`src/rtl/program_counter_rel_if.sv`:
```
`default_nettype none
// ============================================================================
// Module      : program_counter_rel_if
// Description : Control, address-bus and status bundle for program_counter_rel.
//               The master drives selects, strobes and bus requests. The slave
//               (the PC block) drives bus data, enables and branch status.
// Revision    : 1.0 - initial release
// ============================================================================
interface program_counter_rel_if #(
    parameter int unsigned ADDR_W = 16
);
    logic              phase_2_rising;
    logic              pcl_pcl;
    logic              adl_pcl;
    logic              pch_pch;
    logic              adh_pch;
    logic              increment_pc;
    logic              branch_req;
    logic [7:0]        branch_offset;
    logic [7:0]        adl_in;
    logic [ADDR_W-9:0] adh_in;
    logic              pcl_db;
    logic              pch_db;
    logic              pcl_adl;
    logic              pch_adh;
    logic [7:0]        adl_out;
    logic [ADDR_W-9:0] adh_out;
    logic [7:0]        db_out;
    logic              adl_oe;
    logic              adh_oe;
    logic              db_oe;
    logic              page_cross;
    logic              busy;

    modport master (
        output phase_2_rising, pcl_pcl, adl_pcl, pch_pch, adh_pch, increment_pc,
               branch_req, branch_offset, adl_in, adh_in,
               pcl_db, pch_db, pcl_adl, pch_adh,
        input  adl_out, adh_out, db_out, adl_oe, adh_oe, db_oe, page_cross, busy
    );

    modport slave (
        input  phase_2_rising, pcl_pcl, adl_pcl, pch_pch, adh_pch, increment_pc,
               branch_req, branch_offset, adl_in, adh_in,
               pcl_db, pch_db, pcl_adl, pch_adh,
        output adl_out, adh_out, db_out, adl_oe, adh_oe, db_oe, page_cross, busy
    );
endinterface
`default_nettype wire

```
`src/rtl/program_counter_rel.sv`:
```
`default_nettype none
// ============================================================================
// Module      : program_counter_rel
// Description : Program counter with a select register, phase-2 load with
//               optional increment, and 8-bit relative branches. A branch that
//               crosses a page takes one extra phase-2 to fix the high part.
//               The branch logic is built only when PC_BRANCH_EN is defined.
//               Without it, branch inputs are ignored and the status is held
//               at 0.
// Revision    : 1.0 - initial release
// ============================================================================
module program_counter_rel #(
    parameter int unsigned        ADDR_W     = 16,
    parameter logic [ADDR_W-1:0]  RESET_ADDR = '0
) (
    input  wire logic                   sys_clock,
    input  wire logic                   reset_n,
    program_counter_rel_if.slave        bus
);

    localparam int unsigned c_HI_W = ADDR_W - 8;

    // Registered PC and select value, split at the page boundary
    logic [ADDR_W-1:0] r_pc;
    logic [7:0]        r_sel_lo;
    logic [c_HI_W-1:0] r_sel_hi;

    // Previous levels of the select strobes
    logic r_pcl_pcl_q;
    logic r_adl_pcl_q;
    logic r_pch_pch_q;
    logic r_adh_pch_q;

    logic w_pcl_pcl_rise;
    logic w_adl_pcl_rise;
    logic w_pch_pch_rise;
    logic w_adh_pch_rise;
    logic w_normal_load;
    logic [ADDR_W-1:0] w_load_val;
    logic [7:0]        w_pc_b1;

    assign w_pcl_pcl_rise = bus.pcl_pcl & ~r_pcl_pcl_q;
    assign w_adl_pcl_rise = bus.adl_pcl & ~r_adl_pcl_q;
    assign w_pch_pch_rise = bus.pch_pch & ~r_pch_pch_q;
    assign w_adh_pch_rise = bus.adh_pch & ~r_adh_pch_q;

    // Select plus optional increment; the add wraps naturally at ADDR_W bits
    assign w_load_val = {r_sel_hi, r_sel_lo} + ADDR_W'(bus.increment_pc);

    // Edge-detect history for the select strobes
    always_ff @(posedge sys_clock or negedge reset_n) begin
        if (!reset_n) begin
            r_pcl_pcl_q <= 1'b0;
            r_adl_pcl_q <= 1'b0;
            r_pch_pch_q <= 1'b0;
            r_adh_pch_q <= 1'b0;
        end else begin
            r_pcl_pcl_q <= bus.pcl_pcl;
            r_adl_pcl_q <= bus.adl_pcl;
            r_pch_pch_q <= bus.pch_pch;
            r_adh_pch_q <= bus.adh_pch;
        end
    end

`ifdef PC_BRANCH_EN
    localparam logic [0:0]        c_IDLE   = 1'b0;
    localparam logic [0:0]        c_FIX    = 1'b1;
    localparam logic [c_HI_W-1:0] c_HI_ONE = c_HI_W'(1);

    logic [0:0]        r_state;
    logic [0:0]        w_state_nxt;
    logic              r_branch_q;
    logic              r_pending;
    logic [7:0]        r_offset;
    logic              r_fix_dec;
    logic              w_br_rise;
    logic              w_take_branch;
    logic              w_fix_step;
    logic [8:0]        w_sum9;
    logic              w_cross;
    logic [c_HI_W-1:0] w_pc_hi_fixed;

    assign w_br_rise     = bus.branch_req & ~r_branch_q;
    assign w_take_branch = bus.phase_2_rising && (r_state == c_IDLE) && r_pending;
    assign w_fix_step    = bus.phase_2_rising && (r_state == c_FIX);
    assign w_normal_load = bus.phase_2_rising && (r_state == c_IDLE) && !r_pending;

    // The 9th bit is the carry; with a negative offset a missing carry is a borrow
    assign w_sum9        = {1'b0, r_pc[7:0]} + {1'b0, r_offset};
    assign w_cross       = r_offset[7] ? ~w_sum9[8] : w_sum9[8];
    assign w_pc_hi_fixed = r_fix_dec ? (r_pc[ADDR_W-1:8] - c_HI_ONE)
                                     : (r_pc[ADDR_W-1:8] + c_HI_ONE);

    // Branch state register
    always_ff @(posedge sys_clock or negedge reset_n) begin
        if (!reset_n) begin
            r_state <= c_IDLE;
        end else begin
            r_state <= w_state_nxt;
        end
    end

    // Next state: a page-crossing branch detours through FIX for one phase-2
    always_comb begin
        w_state_nxt = r_state;
        case (r_state)
            c_IDLE:  if (w_take_branch && w_cross) w_state_nxt = c_FIX;
            c_FIX:   if (w_fix_step)               w_state_nxt = c_IDLE;
            default: w_state_nxt = c_IDLE;
        endcase
    end

    // Status outputs: busy covers both a queued branch and the fix-up cycle
    always_comb begin
        bus.page_cross = (r_state == c_FIX);
        bus.busy       = r_pending || (r_state == c_FIX);
    end

    // Branch request capture; a new request outranks consuming the old one
    always_ff @(posedge sys_clock or negedge reset_n) begin
        if (!reset_n) begin
            r_branch_q <= 1'b0;
            r_pending  <= 1'b0;
            r_offset   <= 8'h00;
            r_fix_dec  <= 1'b0;
        end else begin
            r_branch_q <= bus.branch_req;
            if (w_br_rise) begin
                r_pending <= 1'b1;
                r_offset  <= bus.branch_offset;
            end else if (w_take_branch) begin
                r_pending <= 1'b0;
            end
            if (w_take_branch) begin
                r_fix_dec <= r_offset[7];
            end
        end
    end

    // PC and select datapath; branch writes of select override strobe updates
    always_ff @(posedge sys_clock or negedge reset_n) begin
        if (!reset_n) begin
            r_pc     <= RESET_ADDR;
            r_sel_lo <= RESET_ADDR[7:0];
            r_sel_hi <= RESET_ADDR[ADDR_W-1:8];
        end else begin
            if (w_pcl_pcl_rise) begin
                r_sel_lo <= r_pc[7:0];
            end else if (w_adl_pcl_rise) begin
                r_sel_lo <= bus.adl_in;
            end
            if (w_pch_pch_rise) begin
                r_sel_hi <= r_pc[ADDR_W-1:8];
            end else if (w_adh_pch_rise) begin
                r_sel_hi <= bus.adh_in;
            end
            if (w_normal_load) begin
                r_pc <= w_load_val;
            end
            if (w_take_branch) begin
                r_pc[7:0] <= w_sum9[7:0];
                if (!w_cross) begin
                    r_sel_lo <= w_sum9[7:0];
                    r_sel_hi <= r_pc[ADDR_W-1:8];
                end
            end
            if (w_fix_step) begin
                r_pc[ADDR_W-1:8] <= w_pc_hi_fixed;
                r_sel_hi         <= w_pc_hi_fixed;
                r_sel_lo         <= r_pc[7:0];
            end
        end
    end
`else
    assign w_normal_load = bus.phase_2_rising;

    // No branch engine: status is permanently idle
    always_comb begin
        bus.page_cross = 1'b0;
        bus.busy       = 1'b0;
    end

    // PC and select datapath
    always_ff @(posedge sys_clock or negedge reset_n) begin
        if (!reset_n) begin
            r_pc     <= RESET_ADDR;
            r_sel_lo <= RESET_ADDR[7:0];
            r_sel_hi <= RESET_ADDR[ADDR_W-1:8];
        end else begin
            if (w_pcl_pcl_rise) begin
                r_sel_lo <= r_pc[7:0];
            end else if (w_adl_pcl_rise) begin
                r_sel_lo <= bus.adl_in;
            end
            if (w_pch_pch_rise) begin
                r_sel_hi <= r_pc[ADDR_W-1:8];
            end else if (w_adh_pch_rise) begin
                r_sel_hi <= bus.adh_in;
            end
            if (w_normal_load) begin
                r_pc <= w_load_val;
            end
        end
    end
`endif

    // Second PC byte for the data bus, zero-padded on narrow PCs
    generate
        if (ADDR_W >= 16) begin : g_b1_full
            assign w_pc_b1 = r_pc[15:8];
        end else begin : g_b1_pad
            assign w_pc_b1 = {{(16 - ADDR_W){1'b0}}, r_pc[ADDR_W-1:8]};
        end
    endgenerate

    // Bus drivers follow the PC combinationally so reset shows up at once
    always_comb begin
        bus.adl_out = r_pc[7:0];
        bus.adh_out = r_pc[ADDR_W-1:8];
        bus.adl_oe  = bus.pcl_adl;
        bus.adh_oe  = bus.pch_adh;
        bus.db_oe   = bus.pch_db | bus.pcl_db;
        bus.db_out  = bus.pch_db ? w_pc_b1 : r_pc[7:0];
    end

endmodule
`default_nettype wire

```
`src/flat_wrapper.sv`:
```
// flat-port wrapper written by rule: the top's interface ports become plain ports
module program_counter_rel_flat 
#(
    parameter int unsigned        ADDR_W     = 16,
    parameter logic [ADDR_W-1:0]  RESET_ADDR = '0
)
  (sys_clock, reset_n, bus_phase_2_rising, bus_pcl_pcl, bus_adl_pcl, bus_pch_pch, bus_adh_pch, bus_increment_pc, bus_branch_req, bus_branch_offset, bus_adl_in, bus_adh_in, bus_pcl_db, bus_pch_db, bus_pcl_adl, bus_pch_adh, bus_adl_out, bus_adh_out, bus_db_out, bus_adl_oe, bus_adh_oe, bus_db_oe, bus_page_cross, bus_busy);
  program_counter_rel_if #(.ADDR_W(ADDR_W)) bus_i ();
  input  wire logic sys_clock;
  input  wire logic reset_n;
  input wire logic [$bits(bus_i.phase_2_rising)-1:0] bus_phase_2_rising;
  input wire logic [$bits(bus_i.pcl_pcl)-1:0] bus_pcl_pcl;
  input wire logic [$bits(bus_i.adl_pcl)-1:0] bus_adl_pcl;
  input wire logic [$bits(bus_i.pch_pch)-1:0] bus_pch_pch;
  input wire logic [$bits(bus_i.adh_pch)-1:0] bus_adh_pch;
  input wire logic [$bits(bus_i.increment_pc)-1:0] bus_increment_pc;
  input wire logic [$bits(bus_i.branch_req)-1:0] bus_branch_req;
  input wire logic [$bits(bus_i.branch_offset)-1:0] bus_branch_offset;
  input wire logic [$bits(bus_i.adl_in)-1:0] bus_adl_in;
  input wire logic [$bits(bus_i.adh_in)-1:0] bus_adh_in;
  input wire logic [$bits(bus_i.pcl_db)-1:0] bus_pcl_db;
  input wire logic [$bits(bus_i.pch_db)-1:0] bus_pch_db;
  input wire logic [$bits(bus_i.pcl_adl)-1:0] bus_pcl_adl;
  input wire logic [$bits(bus_i.pch_adh)-1:0] bus_pch_adh;
  output wire logic [$bits(bus_i.adl_out)-1:0] bus_adl_out;
  output wire logic [$bits(bus_i.adh_out)-1:0] bus_adh_out;
  output wire logic [$bits(bus_i.db_out)-1:0] bus_db_out;
  output wire logic [$bits(bus_i.adl_oe)-1:0] bus_adl_oe;
  output wire logic [$bits(bus_i.adh_oe)-1:0] bus_adh_oe;
  output wire logic [$bits(bus_i.db_oe)-1:0] bus_db_oe;
  output wire logic [$bits(bus_i.page_cross)-1:0] bus_page_cross;
  output wire logic [$bits(bus_i.busy)-1:0] bus_busy;
  assign bus_i.phase_2_rising = bus_phase_2_rising;
  assign bus_i.pcl_pcl = bus_pcl_pcl;
  assign bus_i.adl_pcl = bus_adl_pcl;
  assign bus_i.pch_pch = bus_pch_pch;
  assign bus_i.adh_pch = bus_adh_pch;
  assign bus_i.increment_pc = bus_increment_pc;
  assign bus_i.branch_req = bus_branch_req;
  assign bus_i.branch_offset = bus_branch_offset;
  assign bus_i.adl_in = bus_adl_in;
  assign bus_i.adh_in = bus_adh_in;
  assign bus_i.pcl_db = bus_pcl_db;
  assign bus_i.pch_db = bus_pch_db;
  assign bus_i.pcl_adl = bus_pcl_adl;
  assign bus_i.pch_adh = bus_pch_adh;
  assign bus_adl_out = bus_i.adl_out;
  assign bus_adh_out = bus_i.adh_out;
  assign bus_db_out = bus_i.db_out;
  assign bus_adl_oe = bus_i.adl_oe;
  assign bus_adh_oe = bus_i.adh_oe;
  assign bus_db_oe = bus_i.db_oe;
  assign bus_page_cross = bus_i.page_cross;
  assign bus_busy = bus_i.busy;
  program_counter_rel #(.ADDR_W(ADDR_W), .RESET_ADDR(RESET_ADDR)) u_core (.sys_clock(sys_clock), .reset_n(reset_n), .bus(bus_i));
endmodule
```
`config.mk`:
```
export PLATFORM = sky130hd
export DESIGN_NAME = program_counter_rel_flat
export DESIGN_NICKNAME = d
export VERILOG_FILES = /design/src/rtl/program_counter_rel_if.sv /design/src/rtl/program_counter_rel.sv /design/src/flat_wrapper.sv
export SDC_FILE = /design/constraint.sdc
export NUM_CORES = 1
export LEC_CHECK = 0
export ABC_CLOCK_PERIOD_IN_PS = 1930
export CAP_MARGIN = 20
export CORE_MARGIN = 2
export CORE_UTILIZATION = 28
export CTS_CLUSTER_DIAMETER = 150
export DETAILED_ROUTE_END_ITERATION = 8
export SLEW_MARGIN = 10
export SYNTH_ARGS = -nofsm -noshare
export SYNTH_HDL_FRONTEND = slang
export SYNTH_SLANG_ARGS = --single-unit
export TNS_END_PERCENT = 100
```
`constraint.sdc`:
```
create_clock -name sys_clock -period 1.93 [get_ports sys_clock]
set_input_delay 0.193 -clock sys_clock [delete_from_list [all_inputs] [get_ports sys_clock]]
set_output_delay 0.193 -clock sys_clock [all_outputs]
set_load 0.01 [all_outputs]
```
==> metrics <==
area of the multi-input gates a little over 900 um^2; met3 WL 233 um; vias 1484; share of cells above drive strength 1 0.133; Ports 66; RSZ-0062 raised after global routing false; H-tree levels 2; Die W approximately 86 um; core box area 6420 um^2; cells after synthesis 186; Netlist cell types 24; top routing layer in use met4; vias per cell 4.68; Worst Path Arrival 1.68 ns; FP Rows 29; period utilization 0.970; Max Clock Freq roughly 530 MHz; Hold Buf Count CTS 0; CP required 1.74 ns; fill cell count 645; met2 routed WL 2.01 mm; Top cell by count, worst path clkdlybuf4s50_1; Total GRT Usage 0.121; Post-CTS Setup Bufs 0; Routability Congestion roughly 0.75; status finished, final reports clean; n_diodes 0; worst path cell trace clkdlybuf4s50_1 -> buf_4 -> mux2_2 -> clkdlybuf4s50_1; crit path buf inv count 3; Placed Cells 309; fraction of the yosys area taken by sequential cells 0.479; number of max-cap violations 0; Pwr Total roughly 2.4 mW; clk slew on worst S/H paths 0.08 ns; post-cts gate resize count 0; Die Y 86.0 um; Syn Std Cell Area 1880 um^2; Metal-1 WL roughly 2.1 mm; startpoint types primary input; Top delay family on crit path buffers and inverters; final core utilization 0.402; worst hold slack 0.322 ns; Setup Crit Path Kind in2out; TritonCTS clock tree yes; WL/cell 13.6 um; max incr delay on CP 0.51 ns; Worst setup EP type output port; CTS Buffer Depth 2; Post-Route WL roughly 4.3 mm; Iter 0 DRT Violations 68; Lkg Pwr 1.00 nW; fin cells 317; vias in the first global route 1417; synth warn 0; Area Growth Syn to Fin 37.3%; first-pass GRT wire length between 7 and 8 mm; initial antenna violation count 0; worst vdd ir 0.456 mV; slowest CP cell clkdlybuf4s50_1; CTS Buf Count 5; worst min path class in2async; Die ar. 7390 um^2; CP Max Fanout 9; NumNets Final 279; Register Area ~900 um^2; IO buf count 50; overflow left after global routing 0; Initial Util 0.293; Sink Count 36; Setup Skew ~0.0073 ns; HPWL after detailed placement between 3 and 4 mm; post-synthesis register bit count 36; Clock Latency Late Sink 0.29 ns; # DRC 0; CTS root buffer clkbuf_8; largest net degree at the start of global routing 37; Final Max Slew Viols 0; count of final setup violators 0; drt pass-1 iters 4; Routed Antenna Nets 0; pwr/cell area 917 nW/um^2; Setup TNS 0 ns; fin crit period 1.87 ns; Final Hold Viols 0; mean post-synth cell area 10.1 um^2
[metal layers]
layer | global-route usage | up-vias
met2 | 0.184 | 45
met5 | 0 | -
met4 | 0.0216 | 0
met1 | 0.170 | 701
met3 | 0.0375 | 2
li1 | - | 736
[cell type report]
cell class	instances	share of cell area
Clock buffer	6	0.0281
Clock inverter	2	0.0136
Inverter	2	0.00291
Multi-Input combinational cell	136	0.352
Sequential cell	36	0.349
Tap cell	77	0.0373
Timing Repair Buffer	58	0.217
[cell usage after synthesis]
| master | count | area share |
|---|---|---|
| a21oi_1 | 16 | 0.043 |
| and3_1 | 1 | 0.0033 |
| and3_2 | 1 | 0.0040 |
| buf_2 | 3 | 0.0080 |
| buf_4 | 4 | 0.016 |
| clkbuf_1 | 6 | 0.012 |
| conb_1 | 1 | 0.0020 |
| dfrtp_1 | 36 | 0.48 |
| ha_1 | 3 | 0.020 |
| inv_1 | 2 | 0.0040 |
| mux2_2 | 10 | 0.060 |
| mux2i_1 | 14 | 0.075 |
| nand2_1 | 18 | 0.036 |
| nand3_1 | 7 | 0.019 |
| nand4_1 | 2 | 0.0067 |
| nand4_4 | 2 | 0.023 |
| nor2_1 | 18 | 0.036 |
| nor2b_1 | 4 | 0.013 |
| nor3_1 | 4 | 0.011 |
| nor4_2 | 3 | 0.020 |
| o21ai_0 | 16 | 0.043 |
| or2_2 | 1 | 0.0033 |
| xnor2_1 | 10 | 0.047 |
| xor2_1 | 4 | 0.019 |
[worst reg2reg max path: cells and delay by family, from the launching register on]
kind                     cells  cell delay [ns]
adder cells (fa/ha/maj)      2             0.40
flip-flops                   1             0.39
AO/OA/AOI/OAI                1             0.08
AND/OR/NAND/NOR              2             0.41
XOR/XNOR                     1             0.15
[logic make-up after synthesis]
kind of cell               after synthesis  share of synthesized area
and+or+nand+nor                         61                      0.174
DFF                                     36                      0.479
buffers and inverters                   15                     0.0399
AOI/OAI and AO/OA                       32                     0.0852
xor gates and xnor gates                14                     0.0652
other                                    1                    0.00199
adders and majority gates                3                     0.0200
muxes                                   24                      0.134
[state kept, by name, indices dropped and copies added, names as in the netlist]
signal,cells
u_core.r_pcl_pcl_q,1
u_core.r_adh_pch_q,1
u_core.r_pch_pch_q,1
u_core.r_sel_hi,8
u_core.r_pc,16
u_core.r_sel_lo,8
u_core.r_adl_pcl_q,1
[power breakdown]
group          leakage (nW)  internal (mW)  switching [mW]
combinational         0.524          0.387           0.255
sequential            0.424          0.886           0.180
clock                0.0552          0.384           0.276
total                  1.00           1.66           0.712
[path summary, 6_finish.rpt]
kind / end / depth (start not counted) / start / slack (ns)
max: bus_db_out[7] / 4 / bus_pch_db / 0.06
min: u_core.r_sel_hi[1]$_DFFE_PN0P_ / 2 / reset_n / 0.32
max reg2reg: u_core.r_pc[12]$_DFFE_PN0P_ / 6 / u_core.r_sel_lo[0]$_DFFE_PN0P_ / 0.38
min reg2reg: u_core.r_sel_hi[3]$_DFFE_PN0P_ / 2 / u_core.r_pc[11]$_DFFE_PN0P_ / 0.54
max in group asynchronous: u_core.r_pc[6]$_DFFE_PN0P_ / 2 / reset_n / 1.27
min in group sys_clock: u_core.r_adh_pch_q$_DFF_PN0_ / 1 / bus_adh_pch / 0.36
[stage by stage]
step	setup slack, ns	cell area, um^2
2_1_floorplan	0.519	1880
3_3_place_gp	0.0689	2470
3_5_place_dp	0.0705	2470
4_1_cts	0.0621	2580
5_1_grt	0.0347	2580
6_report	0.0586	2580
[cells in the final DEF, fill, tap and decap left out]
master | synthesis | layout
clkbuf_1 | 6 | 1
nand4_1 | 2 | 2
a21oi_1 | 16 | 16
mux2i_1 | 14 | 14
clkdlybuf4s50_1 | 0 | 50
buf_4 | 4 | 8
clkinv_2 | 0 | 1
nor2_1 | 18 | 18
and3_2 | 1 | 1
dfrtp_1 | 36 | 36
clkbuf_8 | 0 | 5
or2_2 | 1 | 1
nor2b_1 | 4 | 4
inv_1 | 2 | 2
conb_1 | 1 | 2
nor3_1 | 4 | 4
ha_1 | 3 | 3
bufinv_16 | 0 | 1
nand2_1 | 18 | 18
o21ai_0 | 16 | 16
nor4_2 | 3 | 3
and3_1 | 1 | 1
xor2_1 | 4 | 4
nand4_4 | 2 | 2
xnor2_1 | 10 | 10
mux2_2 | 10 | 10
nand3_1 | 7 | 7
No activity file was read; power rests on OpenSTA's default activity.
